--- src/rtl/uart_tx_ctrl.sv ---
`timescale 1ns/1ps
// -----------------------------------------------------------------------------
// uart_tx_ctrl
//   UART transmitter. It sits between the bus register logic and the TX pin,
//   and it is the partner of the UART-RX receive path. Each accepted request
//   sends one 11-bit frame: start(0), D0..D7 (LSB first), parity slot, stop(1).
//   A built-in baud counter makes every bit exactly BPS_CNT clock cycles long.
//
// Ports
//   CLK          in   system clock, rising edge
//   RSTn         in   asynchronous, active-low reset
//   TX_En_Sig    in   1 = run, 0 = freeze the frame in flight (no accepts)
//   TX_Start     in   request, sampled only in IDLE with TX_En_Sig=1
//   TX_Data[7:0] in   byte to send, captured on the accepting cycle
//   TX_Busy      out  high from accept until the frame has completed
//   TX_Done_Sig  out  one-cycle pulse after the stop bit has finished
//   TX_Pin_Out   out  serial line, idle high
//
// Configuration
//   UART_TX_PARITY_EN  defined  : parity slot carries the parity of TX_Data
//                                  (even, or odd when PARITY_ODD=1)
//                      undefined: parity slot is a mark (1) and no parity
//                                  logic is built; frame length is unchanged
//
// Handshake: a request is taken on a rising edge where state is IDLE,
//   TX_En_Sig=1 and TX_Start=1. TX_Busy rises on that edge. Requests that
//   arrive while the block is busy or in the DONE cycle are dropped, not
//   queued. The next request can be accepted on the edge after the
//   TX_Done_Sig pulse begins.
//
// The current FSM state is held in the 'state' signal, typed tx_state_t.
// -----------------------------------------------------------------------------
module uart_tx_ctrl #(
  parameter int CLK_FREQ   = 50_000_000,
  parameter int BAUD       = 9600,
  parameter bit PARITY_ODD = 1'b0
) (
  input  logic       CLK,
  input  logic       RSTn,
  input  logic       TX_En_Sig,
  input  logic       TX_Start,
  input  logic [7:0] TX_Data,
  output logic       TX_Busy,
  output logic       TX_Done_Sig,
  output logic       TX_Pin_Out
);

  localparam int BPS_CNT = CLK_FREQ / BAUD;
  localparam int CNT_W   = (BPS_CNT > 2) ? $clog2(BPS_CNT) : 1;
  localparam logic [CNT_W-1:0] CNT_MAX = CNT_W'(BPS_CNT - 1);

  typedef enum logic [2:0] {
    IDLE   = 3'd0,
    START  = 3'd1,
    DATA   = 3'd2,
    PARITY = 3'd3,
    STOP   = 3'd4,
    DONE   = 3'd5
  } tx_state_t;

  tx_state_t        state, state_next;
  logic [CNT_W-1:0] cnt, cnt_next;
  logic [2:0]       idx, idx_next;
  logic [7:0]       shreg;
  logic             par_q;
  logic             accept;
  logic             bit_end;
  logic             pin_next;

  assign bit_end = (cnt == CNT_MAX);

  // Parity slot
`ifdef UART_TX_PARITY_EN
  always_ff @(posedge CLK or negedge RSTn) begin
    if (!RSTn) begin
      par_q <= 1'b0;
    end else if (accept) begin
      par_q <= PARITY_ODD ? ~^TX_Data : ^TX_Data;
    end
  end
`else
  // PARITY_ODD has no meaning without parity; OR-ing it in keeps the slot
  // a constant mark.
  assign par_q = 1'b1 | PARITY_ODD;
`endif

  // State register
  always_ff @(posedge CLK or negedge RSTn) begin
    if (!RSTn) begin
      state <= IDLE;
    end else begin
      state <= state_next;
    end
  end

  // Next-state, baud counter and bit index. With TX_En_Sig low nothing moves,
  // so a frozen frame resumes on exactly the cycle it stopped at.
  always_comb begin
    state_next = state;
    cnt_next   = cnt;
    idx_next   = idx;
    accept     = 1'b0;
    if (TX_En_Sig) begin
      if (state != IDLE) begin
        cnt_next = bit_end ? '0 : cnt + CNT_W'(1);
      end
      unique case (state)
        IDLE: begin
          if (TX_Start) begin
            accept     = 1'b1;
            state_next = START;
            cnt_next   = '0;
          end
        end
        START: begin
          if (bit_end) state_next = DATA;
        end
        DATA: begin
          if (bit_end) begin
            if (idx == 3'd7) begin
              idx_next   = 3'd0;
              state_next = PARITY;
            end else begin
              idx_next = idx + 3'd1;
            end
          end
        end
        PARITY: begin
          if (bit_end) state_next = STOP;
        end
        STOP: begin
          if (bit_end) state_next = DONE;
        end
        DONE: begin
          state_next = IDLE;
          cnt_next   = '0;
        end
        default: begin
          state_next = IDLE;
          cnt_next   = '0;
          idx_next   = 3'd0;
        end
      endcase
    end
  end

  // Line level for the current state; registered below, so the pin trails the
  // state by one cycle (the start bit appears on the edge after the accept).
  always_comb begin
    pin_next = 1'b1;
    unique case (state)
      START:   pin_next = 1'b0;
      DATA:    pin_next = shreg[idx];
      PARITY:  pin_next = par_q;
      default: pin_next = 1'b1;
    endcase
  end

  // Datapath and registered outputs
  always_ff @(posedge CLK or negedge RSTn) begin
    if (!RSTn) begin
      cnt         <= '0;
      idx         <= 3'd0;
      shreg       <= 8'd0;
      TX_Pin_Out  <= 1'b1;
      TX_Busy     <= 1'b0;
      TX_Done_Sig <= 1'b0;
    end else begin
      cnt <= cnt_next;
      idx <= idx_next;
      if (accept) begin
        shreg <= TX_Data;
      end
      if (TX_En_Sig) begin
        TX_Pin_Out <= pin_next;
      end
      // Busy drops together with the done pulse, when DONE hands over to IDLE.
      TX_Busy     <= (state_next != IDLE);
      TX_Done_Sig <= TX_En_Sig && (state == DONE);
    end
  end

endmodule

--- config.mk ---
export PLATFORM = sky130hd
export DESIGN_NAME = uart_tx_ctrl
export DESIGN_NICKNAME = d
export VERILOG_FILES = /design/src/rtl/uart_tx_ctrl.sv
export SDC_FILE = /design/constraint.sdc
export NUM_CORES = 1
export LEC_CHECK = 0
export BUFFER_PORTS_ARGS = -buffer_cell sky130_fd_sc_hd__buf_2
export CORE_ASPECT_RATIO = 0.9
export CORE_MARGIN = 4
export CORE_UTILIZATION = 45
export DETAILED_ROUTE_END_ITERATION = 10
export GPL_ROUTABILITY_DRIVEN = 0
export PLACE_DENSITY = 0.69
export SYNTH_ARGS = -nofsm -noshare
export SYNTH_HDL_FRONTEND = slang
export SYNTH_SLANG_ARGS = --single-unit
--- constraint.sdc ---
create_clock -name CLK -period 3.6 [get_ports CLK]
set_input_delay 0.18 -clock CLK [delete_from_list [all_inputs] [get_ports CLK]]
set_output_delay 0.18 -clock CLK [all_outputs]
set_load 0.1 [all_outputs]
Word-level counts from Yosys, hierarchy flattened

Cells that the tools add are included.

$add $sub $neg: 2
$lt $le $gt $ge: 1
Equal/unequal tests: 8
Multiplexer cells: 21
Bitwise logic cells: 1
Reductions and logical operators: 7

Operators with widths:

| kind                                                 | count |
|---|---|
| 2-to-1 mux 13 bit                                    | 3 |
| 2-to-1 mux 3 bit                                     | 9 |
| one-hot mux 13 bit (2 select lines)                  | 1 |
| one-hot mux 3 bit (5 select lines)                   | 1 |
| adder 13 x 1 -> 13 bit (second input constant)       | 1 |
| equality test 13 bit (second input constant)         | 1 |
| equality test 3 bit (second input constant)          | 3 |
| equality test 3 x 2 -> 1 bit (second input constant) | 2 |
| one-hot mux 3 bit (2 select lines)                   | 1 |
| nonzero test 3 bit                                   | 2 |
| OR reduction 5 bit                                   | 1 |
| < comparator 3 x 4 -> 1 bit (second input constant)  | 1 |
| 2-to-1 mux 1 bit                                     | 4 |
| OR reduction 4 bit                                   | 1 |
| adder 3 x 1 -> 3 bit (second input constant)         | 1 |
| binary-select mux 1 bit (select 3 bit)               | 1 |
| equality test 3 x 1 -> 1 bit (second input constant) | 1 |
| logical NOT 3 bit                                    | 1 |
| AND reduction 3 bit                                  | 1 |
| != test 2 bit (second input constant)                | 1 |
| one-hot mux 1 bit (2 select lines)                   | 1 |
| logical AND 1 bit                                    | 1 |
| NOT 1 bit                                            | 1 |

Flip-flop bits (word level): 30
Input bits: 12
Output and inout bits: 3
Word-level logic and storage cells: 47

Depth between registers and ports, before layout

Depth in word-level cells: 6
Gate-level depth with buffers: 6
Gate-level depth less buffers: 6

Worst setup path before layout

Ideal clock, no wire load.

Kind: flip-flop to flip-flop
Start point: register cnt[7]
End point: register state[1]
Library setup time: 90 ps
Data arrival time: 1951 ps
Required time: 3510 ps
Setup slack: 1559 ps
Cell stages (with the launch flop): 7
Path buffers: 2
Clock period less this slack: 2041 ps
Cell sequence: dfrtp_1 > buf_6 > or4b_4 > or3_1 > buf_6 > or3_1 > o221ai_1

Cells in the longest elaborated chain, start to end: 4
Elaborated cells between the ends (all ways): 7
Classes of those cells: 1 x eq/ne; 6 x mux

RTL lines:

| element                              | RTL line | text |
|---|---|---|
| start: declaration                   | 62       | `logic [CNT_W-1:0] cnt, cnt_next;` |
| start signal: assignment             | 169      | `cnt <= cnt_next;` |
| equality test 13 bit *               | 70       | `assign bit_end = (cnt == CNT_MAX);` |
| 2-to-1 mux 3 bit (on tied branches)  | -        |  |
| one-hot mux 3 bit (5 select lines) * | 107      | `unique case (state)` |
| 2-to-1 mux 3 bit *                   | 103      | `if (TX_En_Sig) begin` |
| net state_next[1]                    | 61       | `tx_state_t state, state_next;` |
| end signal: assignment               | 92       | `state <= state_next;` |
| end: declaration                     | 61       |  |

The timed path passes the listed nets; every way through them passes the cells marked *.
A chain may end at the register's enable or synchronous reset.

Worst setup path in the final report

Start point: register cnt[7]
End point: register cnt[8]

Cells in the longest elaborated chain, start to end: 5
Elaborated cells between the ends (all ways): 6
Classes of those cells: 1 x add/sub; 1 x eq/ne; 4 x mux

RTL lines:

| element                                                               | RTL line | text |
|---|---|---|
| adder 13 x 1 -> 13 bit / equality test 13 bit (equally long branches) | 105, 70  |  |
| 2-to-1 mux 13 bit *                                                   | 105      | `cnt_next = bit_end ? '0 : cnt + CNT_W'(1);` |
| 2-to-1 mux 13 bit *                                                   | 104      | `if (state != IDLE) begin` |
| 2-to-1 mux 13 bit                                                     | 109      | `if (TX_Start) begin` |
| one-hot mux 13 bit (2 select lines) *                                 | 107      |  |

Mark *: on every way between the ends. The rest lies on a longest branch, timed or not.

==> results.yml <==
floorplan:
  rows: 21
  ioPinCount: 15
  start_util_pct: 46.8
  die_x_um: 73.7
  die_h_um: 67.1
  die_area_sq_mm: 0.00494
  coreArea_sq_mm: 0.00373
flow_run:
  maxCapViolCount: 0
setup_path:
  worst_setup_path_end_kind: "flop"
  critPathLaunchType: "flop"
  cp.required_ns: 3.75
  critPathMaxFanout: 10
  criticalPathCategory: "reg -> reg"
  arrival_ns: 2.38
  r2r_cells: 4
routing:
  ant_nets: 0
  m1WireLength_um: 1620
  avgRoutedWirePerCell_um: 15.9
  drcViolationCount: 0
  highest_layer: "met4"
  drtIter0Drc: 146
  vias: 1365
  wirelength_um: 3600
  drt_pass1_iterations: 5
  dr_wl_met3_um: 225
  wl_met2_um: 1690
  routed_via_density: 6.01
global_route:
  grt_pass1_vias: 1298
  grt_max_degree: 31
  grt_pass1_wl_um: 6050
  grt_use_total_pct: 16.3
  antenna_found_initial: 0
  grt_overflow: 0
final_layout:
  layout.nets: 195
  drive_above_1_share_pct: 21.0
  fin_cells: 227
  synthToLayoutAreaGrowth_pct: 8.10
  antenna_cells: 0
timing:
  fin_crit_sh_pct: 62.1
  maxSlewHeadroom_pct: 55.3
  fin_hold_ws_ns: 0.132
  tns_ns: 0
  maxSlewViolCount: 0
  timing.fmax_mhz: 447
  min_period_ns: 2.23
  final-hold-violation-count: 0
  worst_pin_slew_ns: 0.670
  skew_ns: 0.00494
  setup_viol: 0
  rsz0062_at_grt: "false"
synthesis:
  ys_types: 44
  synth_top_area_share_pct: 41.6
  syn-num-nets: 184
  ys_warn_count: 0
  synth_top_cell_by_area: "dfrtp_1"
  yosysSeqAreaShare_pct: 43.1
  synth_common_cells: "29 x dfrtp_1, 18 x nand2_1, 12 x o21ai_0"
  ys_seq_elements: 30
  synthArstFlopShare_pct: 100
  yosysMostFrequentCell: "dfrtp_1"
  syn-cell-area_sq_mm: 0.00175
  syn_inst: 169
  synth_edf_count: 0
  synth_flop_cell: "dfrtp_1"
  synth.top_cells.by_area: "dfrtp_1 42%, mux2_2 5.8%, nand2_1 3.9%, mux2i_1 3.4%, o21ai_0 3.4%"
  syn_area_per_cell_sq_um: 10.3
clock_network:
  cts_tree: "built"
  root_buffer: "clkbuf_8"
  clock_path_buffers: 2
  insertion_delay_ns: 0.28
  clk_pin_slew_ns: 0.06
  htreeDepth: 2
  cts_buffers: 5
  clock-sinks: 30
pwr:
  p_leak_nw: 0.783
  p_per_area_mw_per_mm2: 390
  p_total_mw: 0.736
  vdd_drop_max_uv: 237
placed_design:
  place_inst: 218
  dp.final_hpwl_um: 2520
  io_buffers: 14
worst_hold_path:
  hold_path.class: "in -> reg"
  whs_path_depth: 2
outcome:
  status: "completed"
worst max-delay path, stage by stage (launching register included):
cell,delay (ns)
dfrtp_1,0.46
or4b_4,0.59
or3_1,0.56
a21oi_4,0.34
o22ai_1,0.14
layer usage:
| metal | track usage (%) | up-vias |
|---|---|---|
| li1 | - | 662 |
| met5 | 0 | - |
| met3 | 5.28 | 5 |
| met4 | 7.47 | 0 |
| met2 | 25.2 | 44 |
| met1 | 20.5 | 654 |
power breakdown:
| group | switching, mW | internal (mW) |
|---|---|---|
| registers | 0.0267 | 0.355 |
| clock network | 0.121 | 0.154 |
| logic | 0.0502 | 0.0292 |
| total | 0.198 | 0.538 |
worst paths after layout:
path	from	slack [ns]	to
worst max-delay path	cnt[7]	1.37	cnt[8]
worst max register to register	cnt[7]	1.37	cnt[8]
min in group asynchronous	RSTn	0.48	TX_Busy
max in group asynchronous	RSTn	2.68	cnt[9]
worst min-delay path	TX_Data[0]	0.13	shreg[0]
worst min register to register	TX_Pin_Out	0.50	TX_Pin_Out
sequential cells by signal (all words and copies together) (netlist names):
| name | flops |
|---|---|
| TX_Busy | 1 |
| TX_Done_Sig | 1 |
| TX_Pin_Out | 1 |
| cnt | 13 |
| idx | 3 |
| shreg | 8 |
| state | 3 |
metrics by stage:
stage | cell area, sq um | util [%] | worst slack (ns)
finish | 1890 | 50.6 | 1.37
global route | 1890 | 50.6 | 1.28
CTS | 1890 | 50.6 | 1.38
detailed placement | 1790 | 47.9 | 1.39
global placement | 1790 | 47.9 | 1.44
floorplan | 1750 | - | 1.56
placed cells by master, fill, tap and decap left out, drive strengths merged, types with 5 or more instances in the layout:
master  instances
nand3           6
nand4           8
mux2            9
clkbuf          7
nand2          18
inv             7
nor4            5
nor2            5
o21ai          12
mux2i           6
a21oi           5
buf            14
dfrtp          29
and3            5
timing repair:
item | CTS | global route
hold endpoints to repair | 29 | 0
resized for setup | 0 | 0
hold buffers | 1 | 0
buffers inserted | 0 | 0
area by class of cell:
type	count	area [sq um]
Timing Repair Buffer	15	80.1
Tap cell	46	57.6
Clock buffer	7	86.3
Multi-Input combinational cell	121	880
Inverter	7	26.3
Clock inverter	1	5.00
Fill cell	354	1840
Sequential cell	30	752
cells by family (layout without fill, tap and decap cells):
family	Yosys count	count (layout)	synth area share, %
adder cells (fa/ha/maj)	3	3	2.15
AO/OA/AOI/OAI	36	36	14.9
AND/OR/NAND/NOR	64	64	21.0
multiplexers	17	17	11.8
buffers and inverters	18	30	6.52
flip-flops	30	30	43.1
XOR/XNOR	1	1	0.502
No activity file was read; power rests on OpenSTA's default activity.
